**src/rtl/aes_selftest_ctrl.sv**
```systemverilog
// Self-test sequencer for the round-per-cycle AES Cipher/InvCipher cores.
// Runs encrypt and/or decrypt passes, checks results, and shows one state byte as BCD.
module aes_selftest_ctrl #(
  parameter int NK       = 4,
  parameter int NR       = NK + 6,
  parameter int MODE     = 2,
  parameter int BYTE_SEL = 15
) (
  input  logic         clk,
  input  logic         reset,
  input  logic         start,
  input  logic         auto_repeat,
  input  logic [0:127] plaintext,
  input  logic [0:127] expected_ct,
  input  logic [0:127] ct_in,
  input  logic [0:127] pt_in,
  output logic         cipher_en,
  output logic         inv_en,
  output logic [4:0]   round_num,
  output logic         busy,
  output logic         done,
  output logic         pass,
  output logic         fail,
  output logic [3:0]   units,
  output logic [3:0]   tens,
  output logic [3:0]   hunds
);

  typedef enum logic [2:0] {IDLE, ENC, ENC_CHK, DEC, DEC_CHK, DONE} state_t;

  localparam logic [4:0] LAST_ROUND = 5'(NR);
  localparam bit         DO_ENC     = (MODE != 1);
  localparam bit         DO_DEC     = (MODE != 0);
  localparam state_t     FIRST_PASS = DO_ENC ? ENC : DEC;

  state_t       state_q, state_d;
  logic [4:0]   round_q, round_d;
  logic         cipher_en_q, cipher_en_d;
  logic         inv_en_q, inv_en_d;
  logic         busy_q, busy_d;
  logic         done_q, done_d;
  logic         pass_q, pass_d;
  logic         fail_q, fail_d;
  logic         enc_ok_q, enc_ok_d;
  logic         ran_q, ran_d;
  logic [0:127] disp_q, disp_d;

  logic ct_match, pt_match, dec_verdict;

  assign ct_match    = (ct_in == expected_ct);
  assign pt_match    = (pt_in == plaintext);
  assign dec_verdict = pt_match & (DO_ENC ? enc_ok_q : 1'b1);

  // Next-state logic; every output register is derived from the next state so
  // enables, busy and done line up with the state they describe.
  always_comb begin
    state_d  = state_q;
    round_d  = round_q;
    pass_d   = pass_q;
    fail_d   = fail_q;
    enc_ok_d = enc_ok_q;
    ran_d    = ran_q;
    disp_d   = disp_q;

    case (state_q)
      IDLE: begin
        if (!ran_q) disp_d = plaintext;
        if (start) begin
          pass_d   = 1'b0;
          fail_d   = 1'b0;
          enc_ok_d = 1'b0;
          ran_d    = 1'b1;
          round_d  = 5'd0;
          state_d  = FIRST_PASS;
        end
      end
      ENC: begin
        disp_d = ct_in;
        if (round_q == LAST_ROUND) begin
          round_d = 5'd0;
          state_d = ENC_CHK;
        end else begin
          round_d = round_q + 5'd1;
        end
      end
      ENC_CHK: begin
        disp_d   = ct_in;
        enc_ok_d = ct_match;
        if (DO_DEC) begin
          round_d = 5'd0;
          state_d = DEC;
        end else begin
          pass_d  = ct_match;
          fail_d  = !ct_match;
          state_d = DONE;
        end
      end
      DEC: begin
        disp_d = pt_in;
        if (round_q == LAST_ROUND) begin
          round_d = 5'd0;
          state_d = DEC_CHK;
        end else begin
          round_d = round_q + 5'd1;
        end
      end
      DEC_CHK: begin
        disp_d  = pt_in;
        pass_d  = dec_verdict;
        fail_d  = !dec_verdict;
        state_d = DONE;
      end
      DONE: begin
        if (auto_repeat) begin
          pass_d   = 1'b0;
          fail_d   = 1'b0;
          enc_ok_d = 1'b0;
          round_d  = 5'd0;
          state_d  = FIRST_PASS;
        end else begin
          state_d = IDLE;
        end
      end
      default: state_d = IDLE;
    endcase

    cipher_en_d = (state_d == ENC);
    inv_en_d    = (state_d == DEC);
    busy_d      = (state_d != IDLE);
    done_d      = (state_d == DONE);
  end

  always_ff @(posedge clk) begin
    if (reset) begin
      state_q     <= IDLE;
      round_q     <= 5'd0;
      cipher_en_q <= 1'b0;
      inv_en_q    <= 1'b0;
      busy_q      <= 1'b0;
      done_q      <= 1'b0;
      pass_q      <= 1'b0;
      fail_q      <= 1'b0;
      enc_ok_q    <= 1'b0;
      ran_q       <= 1'b0;
      disp_q      <= plaintext;
    end else begin
      state_q     <= state_d;
      round_q     <= round_d;
      cipher_en_q <= cipher_en_d;
      inv_en_q    <= inv_en_d;
      busy_q      <= busy_d;
      done_q      <= done_d;
      pass_q      <= pass_d;
      fail_q      <= fail_d;
      enc_ok_q    <= enc_ok_d;
      ran_q       <= ran_d;
      disp_q      <= disp_d;
    end
  end

  assign cipher_en = cipher_en_q;
  assign inv_en    = inv_en_q;
  assign round_num = round_q;
  assign busy      = busy_q;
  assign done      = done_q;
  assign pass      = pass_q;
  assign fail      = fail_q;

  // Byte BYTE_SEL of the big-endian vector; the lowest index is its MSB.
  logic [7:0] sel_byte, rem;
  assign sel_byte = disp_q[8*BYTE_SEL +: 8];

  always_comb begin
    rem   = sel_byte;
    hunds = 4'd0;
    if (sel_byte >= 8'd200) begin
      hunds = 4'd2;
      rem   = sel_byte - 8'd200;
    end else if (sel_byte >= 8'd100) begin
      hunds = 4'd1;
      rem   = sel_byte - 8'd100;
    end
    tens  = 4'(rem / 8'd10);
    units = 4'(rem % 8'd10);
  end

endmodule

```
**config.mk**
```make
export PLATFORM = sky130hd
export DESIGN_NAME = aes_selftest_ctrl
export DESIGN_NICKNAME = d
export VERILOG_FILES = /design/src/rtl/aes_selftest_ctrl.sv
export SDC_FILE = /design/constraint.sdc
export NUM_CORES = 1
export LEC_CHECK = 0
export BUFFER_PORTS_ARGS = -buffer_cell sky130_fd_sc_hd__buf_2
export CAP_MARGIN = 0
export CELL_PAD_IN_SITES_DETAIL_PLACEMENT = 1
export CELL_PAD_IN_SITES_GLOBAL_PLACEMENT = 2
export CORE_AREA = 2 2 208 210
export CTS_CLUSTER_DIAMETER = 150
export DETAILED_ROUTE_END_ITERATION = 7
export DIE_AREA = 0 0 210 212
export PLACE_DENSITY_LB_ADDON = 0.08
export SETUP_SLACK_MARGIN = 0.15
export SLEW_MARGIN = 30
export SYNTH_ARGS = -nofsm -noshare
export SYNTH_HDL_FRONTEND = slang
export SYNTH_SLANG_ARGS = --single-unit
```
**constraint.sdc**
```tcl
create_clock -name clk -period 3.3 [get_ports clk]
set_input_delay 0.825 -clock clk [delete_from_list [all_inputs] [get_ports clk]]
set_output_delay 0.825 -clock clk [all_outputs]
set_load 0.01 [all_outputs]
```
==> impl_metrics.yaml <==
run_status:
  status: "finished, violations left"
  violations: "setup timing"
grt:
  overflow: 0
  grt_util_met2: 0.314
  grt_usage: 0.171
  grtUsageMet1: 0.191
  grt.busiest_layer: "met2"
  use_met3: 0.0523
  first_global_vias: 8132
  grt_pass1_wl_um: 54700
  grt_max_degree: 20
  antenna_found_initial: 35
setup_path:
  r2r_cells: 6
  reg2reg_slack_ns: 0.91
  critPathLaunchType: "flop"
  critPathMaxFanout: 5
  path_class: "reg2out"
  timing.rr.start: "state_q[1]$_SDFF_PP0_"
  r2r-end: "disp_q[126]$_DFFE_PP_"
  critical_path_required_ns: 2.47
  crit_arrival_ns: 2.82
  end_kind: "output port"
timing:
  finalCritPeriodShare: 1.10
  max_slew_margin: 0.536
  grt_setup_unrepaired: "true"
  finalSetupViolCount: 6
  skew_ns: 0.0118
  drv_slew: 0
  hold_violations: 0
  finalCriticalPeriod_ns: 3.64
  worst_pin_slew_ns: 0.678
  setup_tns_ns: -1.48
  max_freq_ghz: 0.275
  hold_ws_ns: 0.471
  fin_ws_ns: -0.341
pwr:
  p_int_w: 0.00125
  p_seq_frac: 0.165
  ir_drop_mv: 0.124
  clkPwrFrac: 0.158
  p_leak_nw: 4.42
  comb_power_share: 0.677
  power_switching_w: 0.000815
  swShare: 0.395
  p_per_area_nw_per_um2: 229
clock_tree:
  cts_buffer_depth: 2
  cts_tree: "yes"
  cts.htree.levels: 1
  cts_buffers: 3
  cts.sinks: 24
  clockRootBuffer: "clkbuf_16"
  clk_latency_ns: 0.27
  clk_pin_slew_ns: 0.07
floorplan:
  num_io_pins: 539
  die_w_um: 210
  die_h_um: 212
  core-area_um2: 42500
  die_area_um2: 44500
  initial_core_util: 0.116
  rows: 76
synth:
  ys_types: 66
  synth_most_common_cell: "xor2_1"
  synth_ff_type: "dfxtp_1"
  synth-seq-cells: 24
  async_reset_ff_frac: 0
  syn_avg_cell_area_um2: 7.30
  yosysTopAreaCellShare: 0.221
  ys_seq_area_frac: 0.114
  syn_inst: 674
  synth_common_cells: "124 x xor2_1, 88 x inv_1, 61 x xnor2_1"
  synth_warnings: 0
  synth_edf_count: 8
  synth_top_cell_by_area: "xor2_1"
  ys_top_cells_by_area: "xor2_1 22%, xnor2_1 11%, inv_1 6.7%"
  netlist_area_um2: 4920
finish:
  synthToLayoutAreaGrowth_pct: 82.8
  drive_above_1_share: 0.511
  nets: 1777
  design_area_um2: 8990
route:
  drt_iter0_drc: 222
  num_vias: 7316
  ant_nets: 0
  drc: 0
  first_pass_iters: 4
  avgRoutedWirePerCell_um: 21.8
  routed_wl_um: 39700
  via_per_inst: 4.02
place:
  gp_congestion: 0.888
  dp_hpwl_um: 37400
  pre_cts_ws_ns: -0.257
  portBuffers: 536
  placed_area_um2: 8460
hold_path:
  hp-start: "ran_q$_SDFFE_PP0P_"
  hp-class: "reg2reg"
  worstHoldEndpoint: "ran_q$_SDFFE_PP0P_"
  min_path_cells: 2
flow_run:
  cap_viol_max_count: 0
==> power by group through the flow <==
stage,logic (W),clock network [W],registers [W]
after CTS,0.00132,0.000341,0.000341
final,0.00140,0.000327,0.000341
after global routing,0.00154,0.000353,0.000344
after floorplan,0.000573,0,0.000345
after global placement,0.00124,0,0.000347
after detailed placement,0.00124,0,0.000347
==> stage by stage <==
stage	total power, W	instances	util
after floorplan	0.000918	675	-
after global placement	0.00159	1777	0.199
after detailed placement	0.00159	1777	0.199
after CTS	0.00200	1788	0.205
after global routing	0.00224	1814	0.211
final	0.00206	1821	0.212
==> cells by family after synthesis <==
logic type / share of synthesized area
other: 0.000762
XOR/XNOR: 0.329
AND/OR/NAND/NOR: 0.208
flip-flops: 0.114
AO/OA/AOI/OAI: 0.241
buffers and inverters: 0.0895
adder cells (fa/ha/maj): 0.0178
==> worst max-delay path by stage <==
stage                to             startpoint  cells past startpoint
3_5_place_dp   units[2]  disp_q[124]$_DFFE_PP_                     11
2_1_floorplan  units[2]  disp_q[125]$_DFFE_PP_                     11
3_3_place_gp   units[2]  disp_q[124]$_DFFE_PP_                     11
6_report       units[2]  disp_q[125]$_DFFE_PP_                     11
5_1_grt        units[1]  disp_q[125]$_DFFE_PP_                     11
4_1_cts        units[2]  disp_q[125]$_DFFE_PP_                     11
==> repair_timing <==
item,CTS,global route
pin swaps,8,5
buffers inserted,7,11
resized for setup,31,31
hold buffers,0,0
endpoints found under the setup margin,7,7
==> sequential cells by signal, indices dropped and copies added (netlist names) <==
signal	count
busy	1
enc_ok_q	1
ran_q	1
pass	1
state_q	3
round_num	5
fail	1
cipher_en	1
inv_en	1
disp_q	8
done	1
==> worst max-delay path, stage by stage, from the launching register on <==
cell and delay [ns]:
edfxtp_1 0.40, inv_2 0.09, ha_1 0.15, or3b_4 0.39, a21o_4 0.24, a31o_4 0.23, or3_4 0.42, nor2_4 0.16
a21oi_4 0.05, o221ai_2 0.17, a32o_2 0.16, buf_6 0.10
==> per-layer routing <==
layer / wire (um) / vias up / part of all wire
met3: 3040 / 44 / 0.077
met1: 15500 / 3358 / 0.39
met2: 20600 / 276 / 0.52
met5: 112 / - / 0.0028
li1: - / 3620 / -
met4: 465 / 18 / 0.012
==> final cells by class <==
cell class | count | area, um^2
well taps | 546 | 683
inverters | 89 | 334
flip-flops and latches | 24 | 561
multi-input cells | 546 | 4140
diodes | 22 | 55.1
repair buffers | 590 | 3120
clock buffers | 4 | 100
fillers | 5284 | 33500
==> placed cells by master (no fill, tap or decap), drive strengths merged, types with 3 or more instances in the layout <==
| master | n |
|---|---|
| a2111oi | 8 |
| xnor2 | 61 |
| o221ai | 4 |
| or3 | 4 |
| nand4 | 29 |
| nand2 | 29 |
| a22oi | 11 |
| nor3 | 13 |
| a21o | 5 |
| inv | 88 |
| o22ai | 28 |
| a221oi | 15 |
| a21boi | 3 |
| dfxtp | 16 |
| ha | 7 |
| diode | 22 |
| o21ai | 27 |
| nor2 | 33 |
| a211oi | 4 |
| o211ai | 3 |
| o2bb2ai | 12 |
| clkbuf | 4 |
| nand3 | 11 |
| nand2b | 10 |
| a31oi | 5 |
| nor2b | 8 |
| buf | 590 |
| nor4 | 39 |
| xor2 | 124 |
| a22o | 3 |
| edfxtp | 8 |
| a21oi | 18 |
| o2111ai | 4 |
(Power assumes the default switching activity.)
